## config.mk

```make
export PLATFORM = sky130hd
export DESIGN_NAME = yuv_to_rgb_convert_flat
export DESIGN_NICKNAME = d
export VERILOG_FILES = /design/src/rtl/yuv_to_rgb_convert_if.sv /design/src/rtl/yuv_to_rgb_convert.sv /design/src/flat_wrapper.sv
export SDC_FILE = /design/constraint.sdc
export NUM_CORES = 2
export LEC_CHECK = 0
export BUFFER_PORTS_ARGS = -buffer_cell sky130_fd_sc_hd__buf_2
export CAP_MARGIN = 15
export CORE_ASPECT_RATIO = 1.5
export CORE_MARGIN = 1.5
export CORE_UTILIZATION = 30
export DETAILED_ROUTE_END_ITERATION = 8
export PLACE_DENSITY = 0.48
export SLEW_MARGIN = 0
export SYNTH_ARGS = -nofsm -noshare
export SYNTH_HDL_FRONTEND = slang
export SYNTH_SLANG_ARGS = --single-unit
```

## constraint.sdc

```tcl
create_clock -name aclk -period 18.6 [get_ports aclk]
set_input_delay 3.72 -clock aclk [delete_from_list [all_inputs] [get_ports aclk]]
set_output_delay 3.72 -clock aclk [all_outputs]
set_load 0.05 [all_outputs]
```

## src/rtl/yuv_to_rgb_convert_if.sv

```systemverilog
// Stream channel used between the video pipeline blocks.
// The master drives payload and valid, and the slave drives ready.
interface nasti_stream_channel #(
   parameter int DATA_WIDTH = 64,
   parameter int USER_WIDTH = 1,
   parameter int DEST_WIDTH = 1,
   parameter int ID_WIDTH   = 1
);
   logic                    t_valid;
   logic                    t_ready;
   logic [DATA_WIDTH-1:0]   t_data;
   logic [DATA_WIDTH/8-1:0] t_strb;
   logic [DATA_WIDTH/8-1:0] t_keep;
   logic                    t_last;
   logic [ID_WIDTH-1:0]     t_id;
   logic [DEST_WIDTH-1:0]   t_dest;
   logic [USER_WIDTH-1:0]   t_user;

   modport master (
      output t_valid, t_data, t_strb, t_keep, t_last, t_id, t_dest, t_user,
      input  t_ready
   );

   modport slave (
      input  t_valid, t_data, t_strb, t_keep, t_last, t_id, t_dest, t_user,
      output t_ready
   );
endinterface

```

## src/rtl/yuv_to_rgb_convert.sv

```systemverilog
// Packed YUV444 to RGB888 converter with four elastic pipeline stages.
// Stages: S1 capture/offset, S2 multiply, S3 sum/round, S4 clamp/output.
// Each stage has its own valid flag. A stage advances when the stage after it
// is empty or is itself advancing, so full throughput holds under backpressure.
module yuv_to_rgb_convert #(
   parameter int          DATA_WIDTH = 64,
   parameter int          USER_WIDTH = 1,
   parameter int          DEST_WIDTH = 1,
   parameter int          CHAIN_ID   = 0,
   parameter logic [7:0]  ALPHA      = 8'hFF
) (
   input  logic                        aclk,
   input  logic                        aresetn,
   input  logic [1:0]                  mode,
   nasti_stream_channel.slave          src,
   nasti_stream_channel.master         dst,
   output logic [15:0]                 frame_count
);
   localparam int PIXELS = DATA_WIDTH / 32;
   localparam int BYTES  = DATA_WIDTH / 8;

   typedef logic signed [31:0] s32_t;

   typedef struct packed {
      s32_t ky;
      s32_t kre;
      s32_t kgu;
      s32_t kge;
      s32_t kbu;
   } coef_t;

   // Sideband state that travels with each beat.
   typedef struct packed {
      logic [1:0]            mode;
      logic                  last;
      logic [USER_WIDTH-1:0] user;
      logic [BYTES-1:0]      keep;
      logic [BYTES-1:0]      strb;
   } side_t;

   function automatic coef_t coef_sel(input logic [1:0] m);
      coef_t k;
      case (m)
         2'd0:    k = '{32'sd298, 32'sd409, 32'sd100, 32'sd208, 32'sd516};
         2'd1:    k = '{32'sd298, 32'sd459, 32'sd55,  32'sd136, 32'sd541};
         2'd2:    k = '{32'sd256, 32'sd359, 32'sd88,  32'sd183, 32'sd454};
         default: k = '0;
      endcase
      return k;
   endfunction

   function automatic logic [7:0] clamp8(input s32_t x);
      logic [7:0] r;
      if (x < 0)
         r = 8'h00;
      else if (x > 32'sd255)
         r = 8'hFF;
      else
         r = x[7:0];
      return r;
   endfunction

   logic  v1, v2, v3, v4;
   logic  adv1, adv2, adv3, out_hs, src_acc;
   s32_t  yoff;
   coef_t k2;

   side_t side1, side2, side3;
   s32_t  c1  [PIXELS];
   s32_t  d1  [PIXELS];
   s32_t  e1  [PIXELS];
   logic [7:0] y1 [PIXELS];
   s32_t  yc2 [PIXELS];
   s32_t  re2 [PIXELS];
   s32_t  gu2 [PIXELS];
   s32_t  ge2 [PIXELS];
   s32_t  bu2 [PIXELS];
   logic [7:0] y2 [PIXELS];
   s32_t  r3  [PIXELS];
   s32_t  g3  [PIXELS];
   s32_t  b3  [PIXELS];
   logic [7:0] y3 [PIXELS];

   logic [DATA_WIDTH-1:0] data4;
   logic [USER_WIDTH-1:0] user4;
   logic [BYTES-1:0]      keep4;
   logic [BYTES-1:0]      strb4;
   logic                  last4;

   // The unused src fields and the ignored top byte of each lane are gathered here.
   logic unused_src;
   assign unused_src = ^{src.t_id, src.t_dest, src.t_data};

   assign out_hs  = v4 && dst.t_ready;
   assign adv3    = v3 && (!v4 || out_hs);
   assign adv2    = v2 && (!v3 || adv3);
   assign adv1    = v1 && (!v2 || adv2);
   assign src.t_ready = !v1 || adv1;
   assign src_acc = src.t_valid && src.t_ready;
   assign yoff    = mode[1] ? 32'sd0 : 32'sd16;
   assign k2      = coef_sel(side1.mode);

   assign dst.t_valid = v4;
   assign dst.t_data  = data4;
   assign dst.t_keep  = keep4;
   assign dst.t_strb  = strb4;
   assign dst.t_last  = last4;
   assign dst.t_user  = user4 >> 1;
   assign dst.t_dest  = user4[0] ? DEST_WIDTH'(CHAIN_ID) : '0;
   assign dst.t_id    = '0;

   // Stage occupancy, the output last flag, and the frame counter.
   always_ff @(posedge aclk or negedge aresetn) begin
      if (!aresetn) begin
         v1          <= 1'b0;
         v2          <= 1'b0;
         v3          <= 1'b0;
         v4          <= 1'b0;
         last4       <= 1'b0;
         frame_count <= 16'd0;
      end else begin
         v1 <= src_acc ? 1'b1 : (adv1 ? 1'b0 : v1);
         v2 <= adv1    ? 1'b1 : (adv2 ? 1'b0 : v2);
         v3 <= adv2    ? 1'b1 : (adv3 ? 1'b0 : v3);
         v4 <= adv3    ? 1'b1 : (out_hs ? 1'b0 : v4);
         if (adv3)
            last4 <= side3.last;
         if (out_hs && last4)
            frame_count <= frame_count + 16'd1;
      end
   end

   // S1: capture the beat, remove the offsets, and latch the mode and sidebands.
   always_ff @(posedge aclk) begin
      if (src_acc) begin
         side1 <= '{mode, src.t_last, src.t_user, src.t_keep, src.t_strb};
         for (int i = 0; i < PIXELS; i++) begin
            y1[i] <= src.t_data[32*i+16 +: 8];
            c1[i] <= $signed({24'd0, src.t_data[32*i+16 +: 8]}) - yoff;
            d1[i] <= $signed({24'd0, src.t_data[32*i+8 +: 8]}) - 32'sd128;
            e1[i] <= $signed({24'd0, src.t_data[32*i +: 8]}) - 32'sd128;
         end
      end
   end

   // S2: form the coefficient products of the beat's own matrix.
   always_ff @(posedge aclk) begin
      if (adv1) begin
         side2 <= side1;
         for (int i = 0; i < PIXELS; i++) begin
            y2[i]  <= y1[i];
            yc2[i] <= k2.ky  * c1[i];
            re2[i] <= k2.kre * e1[i];
            gu2[i] <= k2.kgu * d1[i];
            ge2[i] <= k2.kge * e1[i];
            bu2[i] <= k2.kbu * d1[i];
         end
      end
   end

   // S3: sum the products, round, and scale down by 256.
   always_ff @(posedge aclk) begin
      if (adv2) begin
         side3 <= side2;
         for (int i = 0; i < PIXELS; i++) begin
            y3[i] <= y2[i];
            r3[i] <= (yc2[i] + re2[i] + 32'sd128) >>> 8;
            g3[i] <= (yc2[i] - gu2[i] - ge2[i] + 32'sd128) >>> 8;
            b3[i] <= (yc2[i] + bu2[i] + 32'sd128) >>> 8;
         end
      end
   end

   // S4: clamp to 8 bits, or pass luma straight through in bypass mode.
   always_ff @(posedge aclk) begin
      if (adv3) begin
         user4 <= side3.user;
         keep4 <= side3.keep;
         strb4 <= side3.strb;
         for (int i = 0; i < PIXELS; i++) begin
            if (side3.mode == 2'd3)
               data4[32*i +: 32] <= {ALPHA, y3[i], y3[i], y3[i]};
            else
               data4[32*i +: 32] <= {ALPHA, clamp8(r3[i]), clamp8(g3[i]), clamp8(b3[i])};
         end
      end
   end
endmodule

```

## src/flat_wrapper.sv

```systemverilog
// flat-port wrapper written by rule: the top's interface ports become plain ports
module yuv_to_rgb_convert_flat 
#(
   parameter int          DATA_WIDTH = 64,
   parameter int          USER_WIDTH = 1,
   parameter int          DEST_WIDTH = 1,
   parameter int          CHAIN_ID   = 0,
   parameter logic [7:0]  ALPHA      = 8'hFF
)
  (aclk, aresetn, mode, frame_count, src_t_valid, src_t_data, src_t_strb, src_t_keep, src_t_last, src_t_id, src_t_dest, src_t_user, src_t_ready, dst_t_valid, dst_t_data, dst_t_strb, dst_t_keep, dst_t_last, dst_t_id, dst_t_dest, dst_t_user, dst_t_ready);
  nasti_stream_channel #(.DATA_WIDTH(DATA_WIDTH), .USER_WIDTH(USER_WIDTH), .DEST_WIDTH(DEST_WIDTH)) src_i ();
  nasti_stream_channel #(.DATA_WIDTH(DATA_WIDTH), .USER_WIDTH(USER_WIDTH), .DEST_WIDTH(DEST_WIDTH)) dst_i ();
  input  logic aclk;
  input  logic aresetn;
  input  logic [1:0] mode;
  output logic [15:0] frame_count;
  input wire logic [$bits(src_i.t_valid)-1:0] src_t_valid;
  input wire logic [$bits(src_i.t_data)-1:0] src_t_data;
  input wire logic [$bits(src_i.t_strb)-1:0] src_t_strb;
  input wire logic [$bits(src_i.t_keep)-1:0] src_t_keep;
  input wire logic [$bits(src_i.t_last)-1:0] src_t_last;
  input wire logic [$bits(src_i.t_id)-1:0] src_t_id;
  input wire logic [$bits(src_i.t_dest)-1:0] src_t_dest;
  input wire logic [$bits(src_i.t_user)-1:0] src_t_user;
  output wire logic [$bits(src_i.t_ready)-1:0] src_t_ready;
  output wire logic [$bits(dst_i.t_valid)-1:0] dst_t_valid;
  output wire logic [$bits(dst_i.t_data)-1:0] dst_t_data;
  output wire logic [$bits(dst_i.t_strb)-1:0] dst_t_strb;
  output wire logic [$bits(dst_i.t_keep)-1:0] dst_t_keep;
  output wire logic [$bits(dst_i.t_last)-1:0] dst_t_last;
  output wire logic [$bits(dst_i.t_id)-1:0] dst_t_id;
  output wire logic [$bits(dst_i.t_dest)-1:0] dst_t_dest;
  output wire logic [$bits(dst_i.t_user)-1:0] dst_t_user;
  input wire logic [$bits(dst_i.t_ready)-1:0] dst_t_ready;
  assign src_i.t_valid = src_t_valid;
  assign src_i.t_data = src_t_data;
  assign src_i.t_strb = src_t_strb;
  assign src_i.t_keep = src_t_keep;
  assign src_i.t_last = src_t_last;
  assign src_i.t_id = src_t_id;
  assign src_i.t_dest = src_t_dest;
  assign src_i.t_user = src_t_user;
  assign src_t_ready = src_i.t_ready;
  assign dst_t_valid = dst_i.t_valid;
  assign dst_t_data = dst_i.t_data;
  assign dst_t_strb = dst_i.t_strb;
  assign dst_t_keep = dst_i.t_keep;
  assign dst_t_last = dst_i.t_last;
  assign dst_t_id = dst_i.t_id;
  assign dst_t_dest = dst_i.t_dest;
  assign dst_t_user = dst_i.t_user;
  assign dst_i.t_ready = dst_t_ready;
  yuv_to_rgb_convert #(.DATA_WIDTH(DATA_WIDTH), .USER_WIDTH(USER_WIDTH), .DEST_WIDTH(DEST_WIDTH), .CHAIN_ID(CHAIN_ID), .ALPHA(ALPHA)) u_core (.aclk(aclk), .aresetn(aresetn), .mode(mode), .src(src_i), .dst(dst_i), .frame_count(frame_count));
endmodule
```

---- Word-level counts from Yosys, hierarchy flattened ----
Memories as Yosys holds them, arrays and structs flattened.
Cells that the tools add are included.
word-level totals
  register bits ........................... 158
  bits in writable memories ............... 752
  input bits .............................. 90
  output and inout bits ................... 102
  logic and storage cells ................. 130
  memories ................................ 14
operators by class
  add/subtract/negate cells ............... 21
  $mul .................................... 10
  order comparisons ....................... 12
  equality and inequality tests ........... 3
  muxes and demuxes ....................... 30
  reductions and logical operators ........ 19
memories
  name         depth  width  rd ports  clocked after Yosys merged registers in  write ports  RTL line                  RTL
  u_core.b3    2      32     2         0                                        2            yuv_to_rgb_convert.sv:81  s32_t b3 [PIXELS];
  u_core.bu2   2      32     2         0                                        2            yuv_to_rgb_convert.sv:77  s32_t bu2 [PIXELS];
  u_core.c1    2      32     2         0                                        2            yuv_to_rgb_convert.sv:69  s32_t c1 [PIXELS];
  u_core.d1    2      32     2         0                                        2            yuv_to_rgb_convert.sv:70  s32_t d1 [PIXELS];
  u_core.e1    2      32     2         0                                        2            yuv_to_rgb_convert.sv:71  s32_t e1 [PIXELS];
  u_core.g3    2      32     2         0                                        2            yuv_to_rgb_convert.sv:80  s32_t g3 [PIXELS];
  +8 memories  --     --     --        --                                       --           --
operators with widths
  cell                                                                    number
  137-bit case mux with 3 select lines                                    1
  32-bit by 32-bit multiplier with 32-bit output                          10
  32-bit by 9-bit adder with 32-bit output (second input constant)        6
  32-bit by 9-bit > comparator with 1-bit output (second input constant)  6
  32-bit by 1-bit < comparator with 1-bit output (second input constant)  6
  32-bit adder                                                            4
  32-bit subtractor                                                       4
  8-bit two-way mux                                                       12
  9-bit by 32-bit subtractor with 32-bit output                           2
  24-bit two-way mux                                                      2
  8-bit by 8-bit subtractor with 9-bit output (second input constant)     4
  16-bit by 1-bit adder with 16-bit output (second input constant)        1
  1-bit two-way mux                                                       14
  2-bit nonzero test                                                      4
  1-bit logical AND                                                       6
  5-bit two-way mux                                                       1
  2-bit == test (second input constant)                                   2
  1-bit zero test                                                         4
  1-bit logical OR                                                        4
  2-bit by 1-bit == test with 1-bit output (second input constant)        1
  2-bit zero test                                                         1

---- Logic depth before layout (Yosys ltp) ----
  depth in word-level cells ............... 11
  gate-level depth with buffers ........... 34
  depth with buffers taken out ............ 32

---- Least setup slack after synthesis ----
OpenSTA, ideal clock, no wires.
  path type ............................... input to register
  start ................................... input dst_t_ready
  end ..................................... memory u_core.bu2[0][0] in the netlist's numbering, enable pin
  library setup time ...................... 0.755 ns
  data arrival time ....................... 11.746 ns
  data required time ...................... 17.845 ns
  setup slack ............................. 6.098 ns
  stages on the path ...................... 3
  path buffers ............................ 0
  cell sequence ........................... nor2b_1 > nand3_1 > and2_1
RTL lines
  what                RTL line                  RTL
  start: declaration  flat_wrapper.sv:34        input wire logic [$bits(dst_i.t_ready)-1:0] dst_t_ready;
  end: declaration    yuv_to_rgb_convert.sv:77

==> out/metrics.yaml <==
run_status:
  status: "finished clean"
placed_design:
  placed_cell_area_sq_um: 88830
  dp_hpwl_um: 184200
  io_buffer_count: 153
  place_ws_ns: 8.773
  gp_congestion: 0.8665
pwr:
  clock_power_share: 0.108
  p_sw_uw: 6960
  vdd_drop_max_uv: 105.4
  p_comb_frac: 0.679
  power_frac_seq: 0.213
  swShare: 0.4616
  finalPower_uw: 15080
  power.density_nw_per_um2: 164.8
  p_leak_uw: 0.04712
  p_int_uw: 8118
yosys:
  synth_edf_count: 673
  synth_compound_area_frac: 0.07473
  yosys.cell_types.count: 87
  synth-async-reset-ratio: 0.03026
  synthXorXnorAreaFrac: 0.04987
  yosysWarnings: 0
  yosys.area_share.simple: 0.07341
  syn_avg_cell_area_sq_um: 10.78
  ys_ff_latch: 694
  synth.most_common_cell: "ha_1"
  synth_area_leaders: "ha_1 (28%), edfxtp_1 (24%), fa_1 (19%)"
  ys.flop_type: "edfxtp_1"
  yosysSeqAreaShare: 0.2491
  syn_inst: 7719
  synth_top_family_by_area: "adder cells"
  muxShareOfSynthArea: 0.0006313
  synth_area_leader_cell: "ha_1"
  yosys.area.top_type_share: 0.2838
  netlist_area_sq_um: 83250
  synth_fa_ha_area_frac: 0.4764
  synth_common_cells: "ha_1 (1,888), inv_1 (1,580), fa_1 (801)"
worst_hold_path:
  min_path_cells: 0
  hold_path.class: "reg -> reg"
  whs_endpoint: "u_core.dst.t_keep[4]"
  hold_start: "u_core.side3[12]"
final_layout:
  fin_area_sq_um: 91480
  ff_latch_area_sq_um: 20730
  drive_gt1_frac: 0.04818
  fin_nets: 10730
  fillers: 28170
  syn_to_final_growth_pct: 9.896
  multi_input_area_sq_um: 56340
critical_path:
  crit_type: "reg -> reg"
  cp_data_required_time_ns: 19.02
  regToRegStartpoint: "u_core.side1[18]"
  ff2ff_setup_slack_ns: 8.88
  startpoint_type: "flip-flop"
  rr_endpoint: "u_core.bu2[0][21]"
  cp.arrival_ns: 10.14
  rr_worst_depth: 29
  crit_path_max_fanout: 19
  cpPeakStageDelay_ns: 0.68
  end_kind: "flip-flop"
  crit_slowest_cell: "fa_1"
floorplan:
  io_pins: 192
  die_area_sq_um: 280700
  rows: 236
  dieHeight_um: 648.2
  die_w_um: 433.1
  coreArea_sq_um: 275800
  initial_utilization: 0.3018
sta:
  period_minus_slack_ns: 9.725
  hold_viol_final: 0
  setup_violations: 0
  rsz0062_at_grt: "no"
  timing.fmax_ghz: 0.1028
  finClkSkew_ns: 0.04452
  tightest_slew_ns: 0.9257
  fin_ws_ns: 8.875
  relSlewSlack: 0.3829
  report.final.slew_viol_count: 0
  finalCritPeriodShare: 0.5228
  fin_tns_setup_ns: 0
  hold_ws_ns: 0.4189
run:
  drv_cap: 0
clock_network:
  cts_sinks: 694
  ctsResizeCount: 0
  ctsHtreeMaxLevel: 3
  ctsRootBufferMaster: "clkbuf_16"
  holdBufCountCts: 0
  post_cts_buffers: 0
  clockBufferDepth: 3
  numCtsBuffers: 78
  insertion_delay_ns: 0.70
  cts.clk_slew.worst_paths_ns: 0.07
  tritoncts: "built"
global_route:
  grtUsageTotal: 0.1566
  antenna_found_initial: 17
  grt_start_max_net_pins: 139
  grt_remaining_overflow: 0
  grt_pass1_wl_um: 336900
  grt_pass1_vias: 58590
route:
  drt-initial-drc-count: 1953
  routed_via_density: 4.597
  vias: 53800
  first_pass_iters: 5
  wl_um: 216500
  post-route-drc-count: 0
  drtAntennaViolNets: 0
  routedWlPerCell_um: 18.50
## critical path: cells and delay by family (launching register included)
family / cells / cell delay [ns]
adder cells (fa/ha/maj): 10 / 4.33
buffers and inverters: 9 / 2.22
AO/OA/AOI/OAI: 7 / 1.68
AND/OR/NAND/NOR: 2 / 0.67
flip-flops: 1 / 0.36
XOR/XNOR: 1 / 0.15
## cells by family after synthesis
logic type	count (synthesis)
muxes	5
xor gates and xnor gates	474
buffers and inverters	1662
other	2
and+or+nand+nor	1224
adders and majority gates	2689
DFF	694
AOI/OAI and AO/OA	969
## flip-flops by register name (all words and copies together) (netlist names), 8 cells and up
signal	cells
u_core.gu2	62
u_core.y3	16
u_core.yc2	62
u_core.d1	16
u_core.y1	8
u_core.dst.t_strb	8
u_core.dst.t_keep	8
u_core.frame_count	16
u_core.ge2	64
u_core.side3	19
u_core.y2	16
u_core.g3	48
u_core.side1	19
u_core.e1	16
u_core.c1	22
u_core.dst.t_data	48
u_core.r3	48
u_core.b3	48
u_core.side2	19
u_core.bu2	64
u_core.re2	62
## area by class of cell
class / instances / area share
repair buffers: 209 / 0.01310
multi-input cells: 5384 / 0.6158
diodes: 3 / 0.00008206
clock inverters: 44 / 0.005813
clock buffers: 96 / 0.02309
inverters: 1584 / 0.06499
flip-flops and latches: 694 / 0.2267
well taps: 3689 / 0.05045
## per-layer routing
metal	wire length, um	up-vias	track usage	share of wire
met1	91090	26400	0.1858	0.42
met5	103	-	0	0.00048
met2	111400	781	0.2918	0.51
li1	-	26310	-	-
met3	6678	296	0.01662	0.031
met4	7160	16	0.04950	0.033
## worst max-delay path by stage
stage | slack (ns) | from | to | cells past startpoint
after floorplan | 6.10 | dst_t_ready | u_core.bu2[0][0] | 3
after global placement | 8.88 | u_core.side1[18] | u_core.gu2[0][62] | 28
after detailed placement | 8.77 | u_core.side1[18] | u_core.gu2[0][60] | 28
after CTS | 8.72 | u_core.side1[18] | u_core.gu2[0][60] | 28
after global routing | 8.38 | u_core.side1[18] | u_core.gu2[0][60] | 28
final | 8.88 | u_core.side1[18] | u_core.bu2[0][21] | 29
## power groups by stage
stage,Clock [uW],Sequential [uW],Combinational [uW]
final,1630,3210,10200
after global placement,0,3240,10200
after detailed placement,0,3250,10300
after CTS,1700,3220,10400
after global routing,1740,3260,11700
after floorplan,0,3220,7500
## stage by stage
step | cells | util
after floorplan | 7740 | -
after global placement | 11560 | 0.3221
after detailed placement | 11560 | 0.3221
after CTS | 11700 | 0.3317
after global routing | 11700 | 0.3317
final | 11700 | 0.3317
## placed cells by master, fill, tap and decap left out, types with 172 or more instances in the layout
master,count
ha_1,1885
a21o_1,172
xnor2_1,351
o21ai_0,202
nand2_1,298
a21oi_1,283
inv_1,1580
fa_1,801
edfxtp_1,673
nor2_1,271
Power figures use the tool's default switching activity.
